===== config.mk =====
export PLATFORM = sky130hd
export DESIGN_NAME = miner_result_uart
export DESIGN_NICKNAME = d
export VERILOG_FILES = /design/src/rtl/miner_result_uart.sv
export SDC_FILE = /design/constraint.sdc
export NUM_CORES = 1
export LEC_CHECK = 0
export CORE_UTILIZATION = 56
export CTS_CLUSTER_DIAMETER = 200
export CTS_CLUSTER_SIZE = 14
export DETAILED_ROUTE_END_ITERATION = 6
export PLACE_DENSITY_LB_ADDON = 0.05
export SKIP_LAST_GASP = 1
export SLEW_MARGIN = 10
export SYNTH_ARGS = -nofsm -noshare
export SYNTH_HDL_FRONTEND = slang
export SYNTH_SLANG_ARGS = --single-unit

===== constraint.sdc =====
create_clock -name CLOCK_50 -period 8.4 [get_ports CLOCK_50]
set_input_delay 1.68 -clock CLOCK_50 [delete_from_list [all_inputs] [get_ports CLOCK_50]]
set_output_delay 1.68 -clock CLOCK_50 [all_outputs]
set_load 0.01 [all_outputs]

===== src/rtl/miner_result_uart.sv =====
// Serialises a hex report of each miner result (found or exhausted) over an 8N1 UART.
// Inputs share the miner's clock domain; events are rising edges of found_i / exhausted_i.
module miner_result_uart #(
    parameter int unsigned CLKS_PER_BIT = 434
) (
    input  logic         CLOCK_50,
    input  logic         reset_n,
    input  logic         found_i,
    input  logic         exhausted_i,
    input  logic [31:0]  nonce_i,
    input  logic [255:0] hash_i,
    output logic         uart_tx,
    output logic         tx_busy,
    output logic         overrun,
    output logic [7:0]   report_count
);

    localparam int unsigned CntW = $clog2(CLKS_PER_BIT);
    localparam logic [CntW-1:0] BaudLast = CntW'(CLKS_PER_BIT - 1);

    typedef enum logic [2:0] {StIdle, StLoad, StStart, StData, StStop, StDone} state_e;

    state_e         state_q, state_d;
    logic           found_prev, exhausted_prev;
    logic           is_found_q, is_found_d;
    logic [6:0]     char_idx_q, char_idx_d;
    logic [2:0]     bit_idx_q, bit_idx_d;
    logic [CntW-1:0] baud_q, baud_d;
    logic [7:0]     shift_q, shift_d;
    logic [31:0]    nonce_q, nonce_d;
    logic [255:0]   hash_q, hash_d;
    logic           tx_d, overrun_d;
    logic [7:0]     count_d;

    logic           found_edge, exh_edge, any_edge, bit_end;
    logic [6:0]     last_idx;
    logic [2:0]     nk;
    logic [5:0]     hk;
    logic [3:0]     nib;
    logic [7:0]     char_byte;

    assign found_edge = found_i & ~found_prev;
    assign exh_edge   = exhausted_i & ~exhausted_prev;
    assign any_edge   = found_edge | exh_edge;
    assign bit_end    = (baud_q == BaudLast);
    assign last_idx   = is_found_q ? 7'd76 : 7'd2;

    // Digit offsets within the nonce (chars 2..9) and hash (chars 11..74) fields, MS nibble first.
    assign nk = char_idx_q[2:0] - 3'd2;
    assign hk = char_idx_q[5:0] - 6'd11;

    always_comb begin
        nib       = 4'h0;
        char_byte = 8'h0A;
        if (!is_found_q) begin
            case (char_idx_q)
                7'd0:    char_byte = 8'h58;
                7'd1:    char_byte = 8'h0D;
                default: char_byte = 8'h0A;
            endcase
        end else if (char_idx_q == 7'd0) begin
            char_byte = 8'h46;
        end else if (char_idx_q == 7'd1 || char_idx_q == 7'd10) begin
            char_byte = 8'h20;
        end else if (char_idx_q <= 7'd74) begin
            nib = (char_idx_q <= 7'd9) ? nonce_q[{~nk, 2'b00} +: 4] : hash_q[{~hk, 2'b00} +: 4];
            char_byte = (nib < 4'd10) ? (8'h30 + {4'h0, nib}) : (8'h37 + {4'h0, nib});
        end else if (char_idx_q == 7'd75) begin
            char_byte = 8'h0D;
        end
    end

    always_comb begin
        state_d    = state_q;
        is_found_d = is_found_q;
        char_idx_d = char_idx_q;
        bit_idx_d  = bit_idx_q;
        baud_d     = baud_q;
        shift_d    = shift_q;
        nonce_d    = nonce_q;
        hash_d     = hash_q;
        count_d    = report_count;
        overrun_d  = overrun | (any_edge & (state_q != StIdle));

        unique case (state_q)
            StIdle: begin
                if (any_edge) begin
                    nonce_d    = nonce_i;
                    hash_d     = hash_i;
                    is_found_d = found_edge;
                    char_idx_d = 7'd0;
                    state_d    = StLoad;
                end
            end
            StLoad: begin
                shift_d   = char_byte;
                baud_d    = '0;
                bit_idx_d = 3'd0;
                state_d   = StStart;
            end
            StStart: begin
                baud_d = bit_end ? '0 : baud_q + CntW'(1);
                if (bit_end) state_d = StData;
            end
            StData: begin
                baud_d = bit_end ? '0 : baud_q + CntW'(1);
                if (bit_end) begin
                    shift_d   = {1'b0, shift_q[7:1]};
                    bit_idx_d = bit_idx_q + 3'd1;
                    if (bit_idx_q == 3'd7) state_d = StStop;
                end
            end
            StStop: begin
                baud_d = bit_end ? '0 : baud_q + CntW'(1);
                if (bit_end) begin
                    if (char_idx_q == last_idx) begin
                        state_d = StDone;
                    end else begin
                        char_idx_d = char_idx_q + 7'd1;
                        state_d    = StLoad;
                    end
                end
            end
            StDone: begin
                count_d = report_count + 8'd1;
                state_d = StIdle;
            end
            default: state_d = StIdle;
        endcase

        // Line level is registered from the next state so the pin never glitches.
        tx_d = 1'b1;
        if (state_d == StStart)     tx_d = 1'b0;
        else if (state_d == StData) tx_d = shift_d[0];
    end

    always_ff @(posedge CLOCK_50 or negedge reset_n) begin
        if (!reset_n) begin
            state_q        <= StIdle;
            found_prev     <= 1'b0;
            exhausted_prev <= 1'b0;
            is_found_q     <= 1'b0;
            char_idx_q     <= 7'd0;
            bit_idx_q      <= 3'd0;
            baud_q         <= '0;
            shift_q        <= 8'h00;
            nonce_q        <= 32'h0;
            hash_q         <= 256'h0;
            uart_tx        <= 1'b1;
            tx_busy        <= 1'b0;
            overrun        <= 1'b0;
            report_count   <= 8'h00;
        end else begin
            state_q        <= state_d;
            found_prev     <= found_i;
            exhausted_prev <= exhausted_i;
            is_found_q     <= is_found_d;
            char_idx_q     <= char_idx_d;
            bit_idx_q      <= bit_idx_d;
            baud_q         <= baud_d;
            shift_q        <= shift_d;
            nonce_q        <= nonce_d;
            hash_q         <= hash_d;
            uart_tx        <= tx_d;
            tx_busy        <= (state_d != StIdle);
            overrun        <= overrun_d;
            report_count   <= count_d;
        end
    end

endmodule


* After elaboration in Yosys (flattened, before gate mapping)
Index checks and enable logic that the tools add are counted.
** Storage, ports and cells
- Output and inout port bits :: 11
- Logic and storage cells :: 94
- Flip-flop bits (word level) :: 332
** Operators by class
- Bitwise operators :: 9
- Equal/unequal tests :: 17
- Magnitude comparators :: 3
- Reduce and logical (&&, ||, !) cells :: 12
- Muxes and demuxes :: 28
- Shift operators :: 2
- Add/sub/neg operators :: 8
** Operators by type and width (count)
- 256-bit by 9-bit variable part select with 4-bit output :: 1
- 7-bit 2-to-1 mux :: 8
- 32-bit by 6-bit variable part select with 4-bit output :: 1
- 7-bit one-hot mux with 2 select lines :: 2
- 3-bit 2-to-1 mux :: 8
- 9-bit one-hot mux with 2 select lines :: 1
- 8-bit 2-to-1 mux :: 2
- 8-bit one-hot mux with 2 select lines :: 1
- 3-bit one-hot mux with 5 select lines :: 1
- 6-bit by 4-bit adder with 7-bit output, first input constant :: 2
- 3-bit by 2-bit equality test with 1-bit output, second input constant :: 4
- 9-bit by 1-bit adder with 9-bit output, second input constant :: 1
- 3-bit equality test, second input constant :: 3
- 9-bit equality test, second input constant :: 1
- 9-bit 2-to-1 mux :: 1
- 8-bit by 1-bit adder with 8-bit output, second input constant :: 1
- 2-bit != test, second input constant :: 4
- 7-bit by 1-bit adder with 7-bit output, second input constant :: 1
- 7-bit by 1-bit equality test with 1-bit output, second input constant :: 1
- 7-bit by 4-bit equality test with 1-bit output, second input constant :: 1
- 7-bit equality test :: 1
- 7-bit equality test, second input constant :: 1
- 7-bit by 4-bit <= comparator with 1-bit output, second input constant :: 1
- 7-bit <= comparator, second input constant :: 1
- 21 further kinds :: 30

* Depth between registers and ports, before layout
- Depth after elaboration :: 13
- Gate-level depth with buffers :: 18
- Depth with buffers taken out :: 14

* Worst setup path before layout
Ideal clock, no wire load.
- Path kind :: flip-flop to flip-flop
- Start point :: register char_idx_q[0]
- End point :: register shift_q[2]
- Arrival time :: 3.230 ns
- Cell stages (with the launch flop) :: 18
- Period minus slack after synthesis :: 3.365 ns
- Data required time :: 8.264 ns
- Library setup time :: 0.136 ns
- Path slack :: 5.035 ns
- Cells stage by stage :: dfrtp_1 -> buf_4 -> buf_6 -> buf_2 -> inv_1 -> ha_1 -> buf_2 -> buf_1 -> mux4_2 -> nand2_1 -> nand3_1 -> nand4_1 -> nand3_1 -> inv_1 -> ha_1 -> a21boi_0 -> a311oi_1 -> o21ai_0
** Between the ends
- Cells in the longest elaborated chain, start to end :: 11
** RTL lines
- from (decl) :: RTL line 26 : logic [6:0] char_idx_q, char_idx_d;
- from (signal assigned) :: RTL line 158 : char_idx_q <= char_idx_d;
- 6-bit by 4-bit subtractor with 6-bit output / 3-bit by 2-bit subtractor with 3-bit output (equally long branches) :: RTL line 50, 49
- 6-bit NOT / 3-bit NOT (equally long branches) :: RTL line 66 : nib = (char_idx_q <= 7'd9) ? nonce_q[{~nk, 2'b00} +: 4] : hash_q[{~hk, 2'b00} +: 4];
- 256-bit by 9-bit variable part select with 4-bit output / 32-bit by 6-bit variable part select with 4-bit output (equally long branches) :: RTL line 66
- 4-bit 2-to-1 mux :: RTL line 66
- 6-bit by 4-bit adder with 7-bit output / 4-bit < comparator (equally long branches) :: RTL line 67 : char_byte = (nib < 4'd10) ? (8'h30 + {4'h0, nib}) : (8'h37 + {4'h0, nib});
- 7-bit 2-to-1 mux :: RTL line 67
- 7-bit 2-to-1 mux :: RTL line 65 : end else if (char_idx_q <= 7'd74) begin
- 7-bit 2-to-1 mux :: RTL line 63 : end else if (char_idx_q == 7'd1 || char_idx_q == 7'd10) begin
- 7-bit 2-to-1 mux :: RTL line 61 : end else if (char_idx_q == 7'd0) begin
- 8-bit 2-to-1 mux (*) :: RTL line 55 : if (!is_found_q) begin
- 8-bit one-hot mux with 2 select lines (*) :: RTL line 85 : unique case (state_q)
- to (signal assigned) :: RTL line 161 : shift_q <= shift_d;
- to (decl) :: RTL line 29 : logic [7:0] shift_q, shift_d;
Mark *: on every way between the ends. The rest lies on a longest branch, timed or not.
A chain may end at the register's enable or synchronous reset.

* Final worst setup path
Ends and elaborated chain as after synthesis.

==> impl_metrics.json <==
{
  "cts_buffer_depth": 3,
  "start_kind": "register",
  "postCtsHoldBufs": 0,
  "tritoncts": "done",
  "grt_pass1_wl_um": 64060,
  "rows": 60,
  "dr.pass1.iters": 7,
  "core_area_um2": 27100,
  "routed_via_density": 5.440,
  "start_util_pct": 57.42,
  "worstSetupStartpoint": "char_idx_q[0]$_DFFE_PN0P_",
  "fin_hold_ws_ns": 0.4705,
  "route.detailed.drc": 0,
  "slew_violations": 0,
  "p_leak_nw": 9.797,
  "syn_inst": 1679,
  "ys_seq_area_share_pct": 53.23,
  "post-route-period-util_pct": 54.94,
  "overflow": 0,
  "fin_nets": 2229,
  "ant_nets": 0,
  "syn_area_per_cell_um2": 9.269,
  "async_flop_share_pct": 100.0,
  "synth_cell_types": 56,
  "drt-total-wl_um": 40080,
  "critical_path.max_fanout": 57,
  "path_cells": "inv_1 -> ha_4 -> buf_4 -> mux4_2 -> mux4_2 -> mux2i_1 -> a22o_1 -> a21oi_2 -> inv_2 -> ha_1 -> a21boi_0 -> a311oi_1 -> o21ai_0",
  "relSlewSlack_pct": 16.16,
  "yosysWarningCount": 0,
  "max_stage_delay_ns": 0.97,
  "dp_hpwl_um": 27520,
  "ys_seq_elements": 331,
  "vias": 12544,
  "fin_cells": 2306,
  "setup_tns_ns": 0,
  "cp.arrival_ns": 5.02,
  "wire_per_inst_um": 17.38,
  "rsz0062_at_grt": "no",
  "clock_sinks": 331,
  "synth-edff-count": 0,
  "place_congestion": 0.9016,
  "fill_cells": 2077,
  "synthesis.nets": 1985,
  "synth_ff_type": "dfrtp_1",
  "crit_type": "register to register",
  "r2r_start": "char_idx_q[0]$_DFFE_PN0P_",
  "die_area_um2": 28460,
  "maxCapViolations": 0,
  "numCtsBuffers": 27,
  "cts-root-buf": "clkbuf_16",
  "antenna_found_initial": 1,
  "final_hold_viol_count": 0,
  "place_inst": 2266,
  "power.density_nw_per_um2": 149.7,
  "worstPathRequired_ns": 8.81,
  "cp_slowest_cell": "dfrtp_4",
  "clkTransAtPathRegs_ns": 0.07,
  "cp_common_cell": "mux4_2",
  "reg2reg_slack_ns": 3.79,
  "syn_to_final_growth_pct": 25.29,
  "r2r-end": "shift_q[2]$_DFFE_PN0P_",
  "ff2ff_path_depth": 13,
  "end_kind": "register",
  "post_cts_buffers": 0,
  "skew_ns": 0.01091,
  "grt_max_degree": 254,
  "irDropWorstVdd_mv": 0.1465,
  "crit_end": "shift_q[2]$_DFFE_PN0P_",
  "worst-slew-pin-transition_ns": 1.258,
  "post_cts_resized": 0,
  "power.total_mw": 2.919,
  "post-place-ws_ns": 3.689,
  "grt_pass1_vias": 12553,
  "clkLatencyLatePin_ns": 0.55,
  "io_pins": 303,
  "first_iter_violations": 1108,
  "io_buffers": 302,
  "netlist_area_um2": 15560,
  "fin_crit_ns": 4.615,
  "die_w_um": 168.7,
  "worstHoldPathType": "register to register",
  "track_usage_pct": 28.79,
  "final_layout_size_suffix_gt1_share_pct": 6.932,
  "layout_setup_ws_ns": 3.785,
  "setup_viol": 0,
  "die-height_um": 168.7,
  "status": "finished clean",
  "cts_max_level": 1,
  "max_freq_mhz": 216.7
}
per-stage QoR:
stage                     utilization (%)  cell area (µm²)
after floorplan                         -            15560
after global placement              69.24            18770
after detailed placement            69.24            18770
after CTS                           71.93            19490
after global routing                71.94            19500
final                               71.94            19500
layout make-up:
cell class | instances | area [µm²] | share of cell area [%]
clock inverter | 2 | 16.27 | 0.08342
clock buffer | 37 | 713.2 | 3.658
inverter | 12 | 45.04 | 0.2310
tap | 372 | 465.4 | 2.387
antenna | 1 | 2.502 | 0.01283
multi-input combinational | 1239 | 6839 | 35.08
sequential | 331 | 8288 | 42.51
timing repair buffer | 312 | 3128 | 16.04
sequential cells by signal (all words and copies together) (netlist names):
signal,flops
overrun,1
baud_q,9
is_found_q,1
state_q,3
uart_tx,1
shift_q,7
hash_q,256
tx_busy,1
report_count,8
char_idx_q,7
found_prev,1
nonce_q,32
exhausted_prev,1
bit_idx_q,3
cells by family after synthesis:
group	count (synthesis)	share of synthesized area (%)
adders and majority gates	14	1.126
xor gates and xnor gates	17	1.126
AOI/OAI and AO/OA	79	3.369
muxes	90	11.93
DFF	331	53.23
and+or+nand+nor	1039	26.22
buffers and inverters	109	2.999
worst max-delay path: cells and delay by family (launching register included):
kind	cells	cell delay, ns
compound gates	5	0.69
fa+ha+maj	2	0.60
buf+inv	3	1.05
flops	1	0.97
mux	3	1.13
how the worst min path moves through the flow:
stage / cells past startpoint / slack, ns / start / endpoint
floorplan: 1 / 0.44 / baud_q[5]$_DFFE_PN0P_ / baud_q[5]$_DFFE_PN0P_
global placement: 2 / 0.45 / hash_q[240]$_DFFE_PN0P_ / hash_q[240]$_DFFE_PN0P_
detailed placement: 2 / 0.46 / hash_q[176]$_DFFE_PN0P_ / hash_q[176]$_DFFE_PN0P_
CTS: 2 / 0.47 / hash_q[176]$_DFFE_PN0P_ / hash_q[176]$_DFFE_PN0P_
global route: 2 / 0.48 / hash_q[66]$_DFFE_PN0P_ / hash_q[66]$_DFFE_PN0P_
finish: 2 / 0.47 / hash_q[97]$_DFFE_PN0P_ / hash_q[97]$_DFFE_PN0P_
metal layers:
metal	vias up	global-route usage, %	routed length (µm)
met5	-	0	0
met4	0	9.842	1271
met3	65	5.074	3011
met2	477	47.18	19210
met1	6075	39.10	16580
li1	5927	-	-
cell usage in the layout (no fill, tap or decap), types with 2 or more instances in the layout:
cell	count
a211oi_1	2
a21oi_1	11
a221oi_1	3
a22o_1	3
a22oi_1	2
a31oi_1	3
a32oi_1	6
and2_1	2
and3_1	4
and4_1	3
buf_12	2
buf_4	8
clkbuf_1	10
clkbuf_16	27
clkdlybuf4s50_1	301
dfrtp_1	329
ha_1	13
inv_1	10
inv_2	2
mux2_2	4
mux2i_1	10
mux4_2	76
nand2_1	936
nand2b_1	5
nand3_1	27
nand4_1	13
nor2_1	22
nor2b_1	8
nor3_1	3
nor4_1	4
o21ai_0	29
o21bai_1	2
o31ai_1	6
or2_2	2
or3_1	4
xnor2_1	9
xor2_1	6
synth_stat cells, drive strengths merged, types with 4 or more instances:
| library cell | count | area share, % |
|---|---|---|
| ha | 14 | 1.1 |
| and3 | 4 | 0.16 |
| clkbuf | 76 | 1.8 |
| xnor2 | 11 | 0.79 |
| nand3 | 27 | 0.87 |
| nor4 | 4 | 0.16 |
| nand2 | 936 | 23 |
| xor2 | 6 | 0.34 |
| nand2b | 6 | 0.24 |
| nor2 | 22 | 0.53 |
| a21oi | 13 | 0.51 |
| o31ai | 6 | 0.29 |
| mux2i | 10 | 0.64 |
| mux2 | 4 | 0.29 |
| o21ai | 30 | 0.96 |
| buf | 21 | 0.88 |
| nor2b | 9 | 0.36 |
| a32oi | 6 | 0.34 |
| dfrtp | 330 | 53 |
| inv | 12 | 0.29 |
| mux4 | 76 | 11 |
| or3 | 4 | 0.16 |
| nand4 | 13 | 0.52 |
power breakdown:
part / switching [mW] / internal, mW
clock network: 0.557 / 0.586
registers: 0.000115 / 1.59
logic: 0.0606 / 0.121
Note: power is estimated with default switching activity, not from simulation.
